**config.mk**
```make
export PLATFORM = sky130hd
export DESIGN_NAME = cpu_bus_master_flat
export DESIGN_NICKNAME = d
export VERILOG_FILES = /design/src/rtl/cpu_bus_pkg.sv /design/src/rtl/cpu_bus_master_if.sv /design/src/rtl/rr_arbiter.sv /design/src/rtl/cpu_bus_master.sv /design/src/flat_wrapper.sv
export SDC_FILE = /design/constraint.sdc
export NUM_CORES = 1
export LEC_CHECK = 0
export ABC_AREA = 0
export CORE_ASPECT_RATIO = 1.75
export CORE_MARGIN = 2
export CORE_UTILIZATION = 49
export CTS_CLUSTER_DIAMETER = 120
export DETAILED_ROUTE_END_ITERATION = 10
export PLACE_DENSITY = 0.86
export SYNTH_ARGS = -nofsm -noshare
export SYNTH_HDL_FRONTEND = slang
export SYNTH_SLANG_ARGS = --single-unit
export TNS_END_PERCENT = 5
```
**constraint.sdc**
```tcl
create_clock -name clk -period 12.6 [get_ports clk]
set_input_delay 2.52 -clock clk [delete_from_list [all_inputs] [get_ports clk]]
set_output_delay 2.52 -clock clk [all_outputs]
set_load 0.005 [all_outputs]
```
**src/rtl/cpu_bus_pkg.sv**
```systemverilog
// Shared definitions for the CPU memory-access front end: state encoding,
// direction codes, SPM tag default and active-low strobe levels.
package cpu_bus_pkg;

  typedef enum logic [2:0] {
    ST_IDLE,
    ST_SPM,
    ST_SPM_RD,
    ST_BUS_REQ,
    ST_BUS_AS,
    ST_BUS_WAIT,
    ST_DONE
  } bus_state_e;

  localparam logic READ  = 1'b1;
  localparam logic WRITE = 1'b0;

  localparam logic [2:0] SPM_TAG_DEFAULT = 3'b011;

  localparam logic ENABLE_  = 1'b0;
  localparam logic DISABLE_ = 1'b1;

  // Index width that stays at least one bit wide for a single channel.
  function automatic int idxWidth(input int n);
    return (n > 1) ? $clog2(n) : 1;
  endfunction

endpackage

```
**src/rtl/cpu_bus_master_if.sv**
```systemverilog
// Channel, SPM and system-bus signal bundle of cpu_bus_master.
// The master modport is the front end itself; slave is its environment.
interface cpu_bus_master_if #(
  parameter int NUM_CH     = 2,
  parameter int ADDR_W     = 30,
  parameter int DATA_W     = 32,
  parameter int SPM_ADDR_W = 12
);

  logic [NUM_CH-1:0]        ChReq;
  logic [NUM_CH*ADDR_W-1:0] ChAddr;
  logic [NUM_CH-1:0]        ChRW;
  logic [NUM_CH*DATA_W-1:0] ChWrData;
  logic [NUM_CH-1:0]        ChAck;
  logic                     ChErr;
  logic [DATA_W-1:0]        RdData;
  logic                     Busy;

  logic [SPM_ADDR_W-1:0]    SPMAddr;
  logic                     SPMAs_;
  logic                     SPMRW;
  logic [DATA_W-1:0]        SPMWrData;
  logic [DATA_W-1:0]        SPMRdData;

  logic                     BusReq_;
  logic                     BusGrnt_;
  logic [ADDR_W-1:0]        BusAddr;
  logic                     BusAs_;
  logic                     BusRW;
  logic [DATA_W-1:0]        BusWrData;
  logic [DATA_W-1:0]        BusRdData;
  logic                     BusRdy_;

  modport master (
    input  ChReq, ChAddr, ChRW, ChWrData, SPMRdData, BusGrnt_, BusRdData, BusRdy_,
    output ChAck, ChErr, RdData, Busy, SPMAddr, SPMAs_, SPMRW, SPMWrData,
           BusReq_, BusAddr, BusAs_, BusRW, BusWrData
  );

  modport slave (
    output ChReq, ChAddr, ChRW, ChWrData, SPMRdData, BusGrnt_, BusRdData, BusRdy_,
    input  ChAck, ChErr, RdData, Busy, SPMAddr, SPMAs_, SPMRW, SPMWrData,
           BusReq_, BusAddr, BusAs_, BusRW, BusWrData
  );

endinterface

```
**src/rtl/rr_arbiter.sv**
```systemverilog
// Combinational round-robin pick: first requesting channel at or after
// the pointer, returned both one-hot and as an index.
module rr_arbiter #(
  parameter int NUM_CH = 2,
  parameter int IDX_W  = 1
) (
  input  logic [NUM_CH-1:0] req_i,
  input  logic [IDX_W-1:0]  ptr_i,
  output logic [NUM_CH-1:0] grant_o,
  output logic [IDX_W-1:0]  idx_o,
  output logic              valid_o
);

  logic [IDX_W-1:0] cand;

  // Walk the channels starting at the pointer; the first hit wins.
  always_comb begin
    grant_o = '0;
    idx_o   = '0;
    valid_o = 1'b0;
    cand    = '0;
    for (int k = 0; k < NUM_CH; k++) begin
      cand = IDX_W'((int'(ptr_i) + k) % NUM_CH);
      if (!valid_o && req_i[cand]) begin
        grant_o[cand] = 1'b1;
        idx_o         = cand;
        valid_o       = 1'b1;
      end
    end
  end

endmodule

```
**src/rtl/cpu_bus_master.sv**
```systemverilog
// Memory-access front end: round-robin over NUM_CH channels, routes each
// word access to the scratch-pad or the system bus, with a bus-wait timeout.
module cpu_bus_master
  import cpu_bus_pkg::*;
#(
  parameter int         NUM_CH     = 2,
  parameter int         ADDR_W     = 30,
  parameter int         DATA_W     = 32,
  parameter int         SPM_ADDR_W = 12,
  parameter logic [2:0] SPM_TAG    = SPM_TAG_DEFAULT,
  parameter int         TIMEOUT    = 255
) (
  input logic              clk,
  input logic              reset,
  cpu_bus_master_if.master bus
);

  localparam int IDX_W = idxWidth(NUM_CH);
  localparam int CNT_W = $clog2(TIMEOUT + 1);

  bus_state_e            state_q;
  logic [IDX_W-1:0]      ptr_q;
  logic [NUM_CH-1:0]     selOh_q;
  logic [ADDR_W-1:0]     addr_q;
  logic                  rw_q;
  logic [DATA_W-1:0]     wrData_q;
  logic [CNT_W-1:0]      cnt_q;
  logic [NUM_CH-1:0]     chAck_q;
  logic                  chErr_q;
  logic [DATA_W-1:0]     rdData_q;
  logic                  busy_q;
  logic [SPM_ADDR_W-1:0] spmAddr_q;
  logic                  spmAs_q;
  logic                  spmRW_q;
  logic [DATA_W-1:0]     spmWrData_q;
  logic                  busReq_q;
  logic [ADDR_W-1:0]     busAddr_q;
  logic                  busAs_q;
  logic                  busRW_q;
  logic [DATA_W-1:0]     busWrData_q;

  logic [NUM_CH-1:0]     arbGrant;
  logic [IDX_W-1:0]      arbIdx;
  logic                  arbValid;
  logic [ADDR_W-1:0]     pickAddr;
  logic                  pickRW;
  logic [DATA_W-1:0]     pickWrData;
  logic                  isSpm;

  rr_arbiter #(
    .NUM_CH (NUM_CH),
    .IDX_W  (IDX_W)
  ) u_arb (
    .req_i   (bus.ChReq),
    .ptr_i   (ptr_q),
    .grant_o (arbGrant),
    .idx_o   (arbIdx),
    .valid_o (arbValid)
  );

  assign pickAddr   = bus.ChAddr[arbIdx*ADDR_W +: ADDR_W];
  assign pickRW     = bus.ChRW[arbIdx];
  assign pickWrData = bus.ChWrData[arbIdx*DATA_W +: DATA_W];
  assign isSpm      = (pickAddr[ADDR_W-1 -: 3] == SPM_TAG);

  assign bus.ChAck     = chAck_q;
  assign bus.ChErr     = chErr_q;
  assign bus.RdData    = rdData_q;
  assign bus.Busy      = busy_q;
  assign bus.SPMAddr   = spmAddr_q;
  assign bus.SPMAs_    = spmAs_q;
  assign bus.SPMRW     = spmRW_q;
  assign bus.SPMWrData = spmWrData_q;
  assign bus.BusReq_   = busReq_q;
  assign bus.BusAddr   = busAddr_q;
  assign bus.BusAs_    = busAs_q;
  assign bus.BusRW     = busRW_q;
  assign bus.BusWrData = busWrData_q;

  // Outputs are loaded on the transition into the state that owns them, so
  // every strobe is a flop and lines up with the state it belongs to.
  always_ff @(posedge clk or posedge reset) begin
    if (reset) begin
      state_q     <= ST_IDLE;
      ptr_q       <= '0;
      selOh_q     <= '0;
      addr_q      <= '0;
      rw_q        <= READ;
      wrData_q    <= '0;
      cnt_q       <= '0;
      chAck_q     <= '0;
      chErr_q     <= 1'b0;
      rdData_q    <= '0;
      busy_q      <= 1'b0;
      spmAddr_q   <= '0;
      spmAs_q     <= DISABLE_;
      spmRW_q     <= READ;
      spmWrData_q <= '0;
      busReq_q    <= DISABLE_;
      busAddr_q   <= '0;
      busAs_q     <= DISABLE_;
      busRW_q     <= READ;
      busWrData_q <= '0;
    end else begin
      chAck_q <= '0;
      chErr_q <= 1'b0;
      case (state_q)
        ST_IDLE: begin
          if (arbValid) begin
            selOh_q  <= arbGrant;
            ptr_q    <= IDX_W'((int'(arbIdx) + 1) % NUM_CH);
            addr_q   <= pickAddr;
            rw_q     <= pickRW;
            wrData_q <= pickWrData;
            busy_q   <= 1'b1;
            if (isSpm) begin
              state_q     <= ST_SPM;
              spmAs_q     <= ENABLE_;
              spmAddr_q   <= pickAddr[SPM_ADDR_W-1:0];
              spmRW_q     <= pickRW;
              spmWrData_q <= pickWrData;
            end else begin
              state_q  <= ST_BUS_REQ;
              busReq_q <= ENABLE_;
            end
          end
        end
        ST_SPM: begin
          spmAs_q <= DISABLE_;
          state_q <= ST_SPM_RD;
        end
        ST_SPM_RD: begin
          if (rw_q != WRITE) begin
            rdData_q <= bus.SPMRdData;
          end
          chAck_q <= selOh_q;
          state_q <= ST_DONE;
        end
        ST_BUS_REQ: begin
          if (bus.BusGrnt_ == ENABLE_) begin
            state_q     <= ST_BUS_AS;
            busAs_q     <= ENABLE_;
            busAddr_q   <= addr_q;
            busRW_q     <= rw_q;
            busWrData_q <= wrData_q;
          end
        end
        ST_BUS_AS: begin
          busAs_q <= DISABLE_;
          cnt_q   <= '0;
          state_q <= ST_BUS_WAIT;
        end
        // Ready is tested before the timeout so a last-cycle ready still succeeds.
        ST_BUS_WAIT: begin
          if (bus.BusRdy_ == ENABLE_) begin
            if (rw_q == READ) begin
              rdData_q <= bus.BusRdData;
            end
            chAck_q  <= selOh_q;
            busReq_q <= DISABLE_;
            state_q  <= ST_DONE;
          end else if (cnt_q == CNT_W'(TIMEOUT - 1)) begin
            chAck_q  <= selOh_q;
            chErr_q  <= 1'b1;
            busReq_q <= DISABLE_;
            state_q  <= ST_DONE;
          end else begin
            cnt_q <= cnt_q + 1'b1;
          end
        end
        ST_DONE: begin
          busReq_q <= DISABLE_;
          busy_q   <= 1'b0;
          state_q  <= ST_IDLE;
        end
        default: state_q <= ST_IDLE;
      endcase
    end
  end

endmodule

```
**src/flat_wrapper.sv**
```systemverilog
// flat-port wrapper written by rule: the top's interface ports become plain ports
module cpu_bus_master_flat import cpu_bus_pkg::*;
#(
  parameter int         NUM_CH     = 2,
  parameter int         ADDR_W     = 30,
  parameter int         DATA_W     = 32,
  parameter int         SPM_ADDR_W = 12,
  parameter logic [2:0] SPM_TAG    = SPM_TAG_DEFAULT,
  parameter int         TIMEOUT    = 255
)
  (clk, reset, bus_ChReq, bus_ChAddr, bus_ChRW, bus_ChWrData, bus_SPMRdData, bus_BusGrnt_, bus_BusRdData, bus_BusRdy_, bus_ChAck, bus_ChErr, bus_RdData, bus_Busy, bus_SPMAddr, bus_SPMAs_, bus_SPMRW, bus_SPMWrData, bus_BusReq_, bus_BusAddr, bus_BusAs_, bus_BusRW, bus_BusWrData);
  cpu_bus_master_if #(.NUM_CH(NUM_CH), .ADDR_W(ADDR_W), .DATA_W(DATA_W), .SPM_ADDR_W(SPM_ADDR_W)) bus_i ();
  input logic clk;
  input logic reset;
  input wire logic [$bits(bus_i.ChReq)-1:0] bus_ChReq;
  input wire logic [$bits(bus_i.ChAddr)-1:0] bus_ChAddr;
  input wire logic [$bits(bus_i.ChRW)-1:0] bus_ChRW;
  input wire logic [$bits(bus_i.ChWrData)-1:0] bus_ChWrData;
  input wire logic [$bits(bus_i.SPMRdData)-1:0] bus_SPMRdData;
  input wire logic [$bits(bus_i.BusGrnt_)-1:0] bus_BusGrnt_;
  input wire logic [$bits(bus_i.BusRdData)-1:0] bus_BusRdData;
  input wire logic [$bits(bus_i.BusRdy_)-1:0] bus_BusRdy_;
  output wire logic [$bits(bus_i.ChAck)-1:0] bus_ChAck;
  output wire logic [$bits(bus_i.ChErr)-1:0] bus_ChErr;
  output wire logic [$bits(bus_i.RdData)-1:0] bus_RdData;
  output wire logic [$bits(bus_i.Busy)-1:0] bus_Busy;
  output wire logic [$bits(bus_i.SPMAddr)-1:0] bus_SPMAddr;
  output wire logic [$bits(bus_i.SPMAs_)-1:0] bus_SPMAs_;
  output wire logic [$bits(bus_i.SPMRW)-1:0] bus_SPMRW;
  output wire logic [$bits(bus_i.SPMWrData)-1:0] bus_SPMWrData;
  output wire logic [$bits(bus_i.BusReq_)-1:0] bus_BusReq_;
  output wire logic [$bits(bus_i.BusAddr)-1:0] bus_BusAddr;
  output wire logic [$bits(bus_i.BusAs_)-1:0] bus_BusAs_;
  output wire logic [$bits(bus_i.BusRW)-1:0] bus_BusRW;
  output wire logic [$bits(bus_i.BusWrData)-1:0] bus_BusWrData;
  assign bus_i.ChReq = bus_ChReq;
  assign bus_i.ChAddr = bus_ChAddr;
  assign bus_i.ChRW = bus_ChRW;
  assign bus_i.ChWrData = bus_ChWrData;
  assign bus_i.SPMRdData = bus_SPMRdData;
  assign bus_i.BusGrnt_ = bus_BusGrnt_;
  assign bus_i.BusRdData = bus_BusRdData;
  assign bus_i.BusRdy_ = bus_BusRdy_;
  assign bus_ChAck = bus_i.ChAck;
  assign bus_ChErr = bus_i.ChErr;
  assign bus_RdData = bus_i.RdData;
  assign bus_Busy = bus_i.Busy;
  assign bus_SPMAddr = bus_i.SPMAddr;
  assign bus_SPMAs_ = bus_i.SPMAs_;
  assign bus_SPMRW = bus_i.SPMRW;
  assign bus_SPMWrData = bus_i.SPMWrData;
  assign bus_BusReq_ = bus_i.BusReq_;
  assign bus_BusAddr = bus_i.BusAddr;
  assign bus_BusAs_ = bus_i.BusAs_;
  assign bus_BusRW = bus_i.BusRW;
  assign bus_BusWrData = bus_i.BusWrData;
  cpu_bus_master #(.NUM_CH(NUM_CH), .ADDR_W(ADDR_W), .DATA_W(DATA_W), .SPM_ADDR_W(SPM_ADDR_W), .SPM_TAG(SPM_TAG), .TIMEOUT(TIMEOUT)) u_core (.clk(clk), .reset(reset), .bus(bus_i));
endmodule
```
==> results_dict.tcl, run 1 <==
set metrics [dict create \
    drive_gt1_share_pct 23.3 \
    status "finished clean" \
    fin_crit_ns 4.81 \
    synth_warnings 0 \
    grt_pass1_wl_um 37600 \
    synth_top_family_by_area "multiplexers" \
    synth.distinct_cells 42 \
    async_reset_ff_share_pct 100 \
    dpl.hpwl_um 16800 \
    synth_compound_area_share_pct 5.13 \
    setup_violations 0 \
    power_switching_mw 0.907 \
    yosysTopAreaCell "dfrtp_1" \
    synthXorXnorAreaFrac_pct 0.0902 \
    period_share_pct 38.2 \
    root_buffer "clkbuf_16" \
    arrival_ns 5.18 \
    drtIter0Drc 246 \
    wl_per_cell_um 18.1 \
    share_comb_of_total_power_pct 39.3 \
    die-height_um 190 \
    postCtsSetupBuffers 0 \
    placement.io_buffers 342 \
    gp_congestion 0.803 \
    cts_tree "built" \
    p_leak_nw 6.20 \
    hold_path.class "reg2reg" \
    cap_violations 0 \
    worstSetupPathType "in2reg" \
    synth_mux_area_share_pct 29.2 \
    syn_area_um2 9710 \
    slew_headroom_pct 31.2 \
    hold_viol 0 \
    diodes 0 \
    synth-edff-count 0 \
    syn_inst 709 \
    rsz0062_at_grt "false" \
    wl_um 23600 \
    p_int_mw 2.22 \
    die_area_um2 21000 \
    antenna_found_initial 0 \
    synth-adder-area-share_pct 0.258 \
    drtPass1Iterations 4 \
    worstSkewPairLatency_ns 0.50 \
    grt_overflow 0 \
    grt_pass1_vias 7110 \
    grt_usage_pct 22.1 \
    drc 0 \
    design.core.area_um2 19600 \
    post-synth-top-count-cell "dfrtp_1" \
    crit_fanout 45 \
    final_nets 1240 \
    syn-num-nets 907 \
    ys.flop_type "dfrtp_1" \
    ys_ff_latch 224 \
    cts_htree_levels 1 \
    num_rows 68 \
    max_freq_mhz 208 \
    startpoint_type "primary input" \
    fin_skew_ns 0.0167 \
    seq_power_share_pct 40.4 \
    grt_max_degree 149 \
    synthTopCellsByArea "dfrtp_1, mux2_2, mux2i_1" \
    slew_viol_final 0 \
    netSwitchingFraction_pct 29.0 \
    io_pins 343 \
    areaGrowthSynthToFinish_pct 44.2 \
    start_util_pct 49.6 \
    synth-seq-area-share_pct 57.8 \
    chipWidth_um 110 \
    post_cts_resized 0 \
    synthSimpleGateAreaFrac_pct 4.70 \
    p_clk_share_pct 20.4 \
    fin_hold_ws_ns 0.464 \
    clock_path_buffers 3 \
    postCtsHoldBufs 0 \
    num_vias 6816 \
    synth_area_per_cell_um2 13.7 \
    clkTransAtPathRegs_ns 0.07 \
    cp.required_ns 12.97 \
    clock_sinks 224 \
    viasPerCell 5.24 \
    peakVddDrop_v 0.000143 \
    ant_nets 0 \
    worst_slew_pin_slew_ns 1.03 \
    synthDominantCellAreaShare_pct 56.2 \
    powerDensity_nw_per_um2 224 \
    yosys-top-cells-count "dfrtp_1, mux2_2, o21ai_0" \
    cp-end-kind "register" \
    tns_ns 0 \
    cts_buffers 21 \
]
## flip-flops by register name (all words and copies together), names as in the netlist
signal and flops:
u_core.selOh_q 2, u_core.wrData_q 32, u_core.bus.BusAs_ 1, u_core.bus.SPMRW 1, u_core.bus.ChErr 1, u_core.ptr_q 1, u_core.bus.BusAddr 30, u_core.addr_q 30
u_core.state_q 3, u_core.bus.Busy 1, u_core.bus.SPMAddr 12, u_core.bus.BusRW 1, u_core.bus.BusReq_ 1, u_core.bus.SPMWrData 32, u_core.cnt_q 8, u_core.bus.BusWrData 32
u_core.bus.ChAck 2, u_core.rw_q 1, u_core.bus.SPMAs_ 1, u_core.bus.RdData 32
## metal layers
layer | global-route usage [%] | routed length, um | vias up
met4 | 6.83 | 659 | 0
met3 | 4.07 | 1290 | 47
met5 | 0 | 0 | -
met2 | 42.2 | 13100 | 248
li1 | - | - | 3161
met1 | 24.7 | 8500 | 3360
## final timing paths
check                             startpoint                        to  slack [ns]  depth (start not counted)
min in group asynchronous              reset         u_core.addr_q[10]        2.63                          2
max                             bus_ChReq[1]  u_core.bus.SPMWrData[26]        7.79                          7
min reg2reg                u_core.bus.SPMAs_         u_core.bus.SPMAs_        0.46                          2
min                        u_core.bus.SPMAs_         u_core.bus.SPMAs_        0.46                          2
max reg2reg                u_core.state_q[2]  u_core.bus.SPMWrData[26]        9.78                          6
max in group asynchronous              reset     u_core.bus.BusAddr[5]        8.31                          3
## power groups by stage
stage / registers, mW / logic [mW] / clock network [mW]
finish: 1.26 / 1.23 / 0.638
global route: 1.31 / 1.32 / 0.682
CTS: 1.27 / 1.25 / 0.651
detailed placement: 1.27 / 1.24 / 0
global placement: 1.25 / 1.21 / 0
floorplan: 1.24 / 0.579 / 0
## per-stage QoR
stage	power [mW]	instances	util, %	setup WS [ns]	cell area (um2)
2_1_floorplan	1.82	709	-	3.96	9710
3_3_place_gp	2.46	1264	68.0	7.37	13300
3_5_place_dp	2.51	1264	68.0	7.30	13300
4_1_cts	3.17	1302	71.6	7.82	14000
5_1_grt	3.31	1302	71.6	7.66	14000
6_report	3.13	1302	71.6	7.79	14000
## worst max-delay path, stage by stage
cell and delay, ns:
clkdlybuf4s50_1 0.63, o21bai_2 0.16, or3_1 0.32, buf_4 0.26
a21oi_4 0.15, buf_4 0.64, mux2_2 0.42
## cell type report
class / instances / area [um2]
Clock buffer: 31 / 633
Sequential cell: 224 / 5610
Fill cell: 1345 / 5570
Clock inverter: 7 / 68.8
Multi-Input combinational cell: 436 / 3860
Tap cell: 245 / 307
Timing Repair Buffer: 349 / 3480
Inverter: 10 / 45.0
## kinds of logic (layout without fill, tap and decap cells)
group	after synthesis	after routing
buffers and inverters	49	397
muxes	246	246
DFF	224	224
AOI/OAI and AO/OA	88	88
adders and majority gates	2	2
and+or+nand+nor	99	99
xor gates and xnor gates	1	1
## cells in the final DEF, fill, tap and decap left out, drive strengths merged, types with 6 or more instances in the layout
cell type      Yosys  layout
o21ai             67      67
clkbuf            19      31
mux2i             57      57
nand2             65      65
dfrtp            218     218
mux2             189     189
inv               10      11
buf               20       7
clkdlybuf4s50      0     342
dfstp              6       6
a21oi              6       6
(Power assumes the default switching activity.)
==> inputs of run 2 (changes only) <==
--- a/config.mk
+++ b/config.mk
@@ -8,10 +8,10 @@
 export ABC_AREA = 0
 export CORE_ASPECT_RATIO = 1.75
 export CORE_MARGIN = 2
-export CORE_UTILIZATION = 49
+export CORE_UTILIZATION = 45
 export CTS_CLUSTER_DIAMETER = 120
 export DETAILED_ROUTE_END_ITERATION = 10
-export PLACE_DENSITY = 0.86
+export PLACE_DENSITY = 0.8
 export SYNTH_ARGS = -nofsm -noshare
 export SYNTH_HDL_FRONTEND = slang
 export SYNTH_SLANG_ARGS = --single-unit
==> constraint.sdc (replaced) <==
create_clock -name clk -period 4.67 [get_ports clk]
set_input_delay 0.934 -clock clk [delete_from_list [all_inputs] [get_ports clk]]
set_output_delay 0.934 -clock clk [all_outputs]
set_load 0.005 [all_outputs]
==> run 2 against run 1 <==
  * Sequential cell count is the same
  * Clock power grew to 2.7 times the previous value
  * Die area rose by 8.6%
==> results_dict.tcl, run 2 (synthesis results as in run 1) <==
set metrics [dict create \
    ant_nets 0 \
    root_buffer "clkbuf_16" \
    worstSetupPathType "in2reg" \
    powerDensity_nw_per_um2 599 \
    clkTransAtPathRegs_ns 0.07 \
    cp_cell_sequence "clkdlybuf4s50_1 -> or2b_1 -> nand2_4 -> mux2_2 -> mux2_2" \
    cts_htree_levels 1 \
    worst_slew_pin_slew_ns 1.00 \
    post_cts_resized 0 \
    max_freq_mhz 356 \
    areaGrowthSynthToFinish_pct 44.8 \
    dpl.hpwl_um 17200 \
    die-height_um 198 \
    design.core.area_um2 21300 \
    drc 0 \
    slew_viol_final 0 \
    chipWidth_um 115 \
    slew_headroom_pct 33.0 \
    nFillCells 1639 \
    cap_violations 0 \
    clock_sinks 224 \
    hold_path.class "reg2reg" \
    drtPass1Iterations 4 \
    grt_pass1_wl_um 37100 \
    worstRegToRegCells 4 \
    crit_top_cell "mux2_2" \
    status "finished clean" \
    startpoint "bus_ChReq[0]" \
    fin_skew_ns 0.00715 \
    critical-path-max-stage-delay_ns 0.62 \
    cts_buffers 21 \
    peakVddDrop_v 0.000347 \
    p_total_mw 8.42 \
    tns_ns 0 \
    num_rows 71 \
    cts_tree "built" \
    cp-end-kind "register" \
    worstSkewPairLatency_ns 0.49 \
    startpoint_type "primary input" \
    reg2reg_from "u_core.state_q[0]" \
    drtIter0Drc 294 \
    cp.depth 5 \
    hold_viol 0 \
    wl_per_cell_um 18.2 \
    final_nets 1244 \
    clock_path_buffers 3 \
    rsz0062_at_grt "false" \
    setup_violations 0 \
    start_util_pct 45.6 \
    crit_slowest_cell "nand2_4" \
    period_share_pct 60.1 \
    io_pins 343 \
    crit_fanout 55 \
    num_vias 6744 \
    r2r_end "u_core.bus.BusAddr[1]" \
    p_leak_nw 6.22 \
    layout_commonest_cell "clkdlybuf4s50_1" \
    grt_max_degree 77 \
    grt_pass1_vias 7179 \
    grt_overflow 0 \
    viasPerCell 5.12 \
    placement.io_buffers 342 \
    crit_family "simple AND/OR/NAND/NOR gates" \
    wl_um 24000 \
    postCtsHoldBufs 0 \
    crit_end "u_core.wrData_q[21]" \
    postCtsSetupBuffers 0 \
    die_area_um2 22800 \
    antenna_found_initial 2 \
    most-common-layout-cells "clkdlybuf4s50_1, dfrtp_1, mux2_2" \
    arrival_ns 3.18 \
    gp_congestion 0.780 \
    grt_usage_pct 20.7 \
    cp.required_ns 5.05 \
    fin_crit_ns 2.81 \
    cp_num_buf_inv 1 \
    drive_gt1_share_pct 23.5 \
    regToRegSetupSlack_ns 2.28 \
]
## run 2: worst min-delay path: cells and delay by family (launching register included)
family   cells  cell delay [ns]
flops        1             0.37
mux          1             0.06
buf+inv      1             0.04
## run 2: worst min-delay path by stage
stage,startpoint,endpoint,cells after the start
finish,u_core.bus.SPMRW,u_core.bus.SPMRW,2
CTS,u_core.bus.SPMRW,u_core.bus.SPMRW,2
detailed placement,u_core.bus.SPMRW,u_core.bus.SPMRW,2
global placement,u_core.selOh_q[0],u_core.selOh_q[0],1
floorplan,u_core.selOh_q[0],u_core.selOh_q[0],1
global route,u_core.bus.RdData[12],u_core.bus.RdData[12],2
## run 2: area by class of cell
class | instances | area (um2) | share of cell area, %
Antenna cell | 2 | 5.00 | 0.0356
Clock buffer | 25 | 561 | 3.99
Clock inverter | 11 | 121 | 0.863
Inverter | 10 | 41.3 | 0.294
Multi-Input combinational cell | 436 | 3860 | 27.4
Sequential cell | 224 | 5610 | 39.9
Tap cell | 255 | 319 | 2.27
Timing Repair Buffer | 353 | 3540 | 25.2
## run 2: per-stage QoR
stage                     setup slack [ns]  std cells  utilization [%]  instance area [um2]  hold slack (ns)
after floorplan                      0.817        709                -                 9720            0.442
after global placement                1.35       1278             62.7                13400            0.456
after detailed placement              1.34       1278             62.7                13400            0.455
after CTS                             1.85       1314             65.9                14100            0.472
after global routing                  1.81       1316             66.0                14100            0.502
final                                 1.86       1316             66.0                14100            0.470
## run 2: where the power goes
part	switching, mW	total (mW)	internal [mW]
combinational	1.19	3.32	2.13
clock	0.724	1.70	0.974
sequential	0.528	3.40	2.88
total	2.44	8.42	5.98
## run 2: layer usage
layer	wire length, um	global-route usage, %
met5	0	0
met2	13300	38.7
met3	1560	4.32
met4	754	7.99
met1	8360	22.4
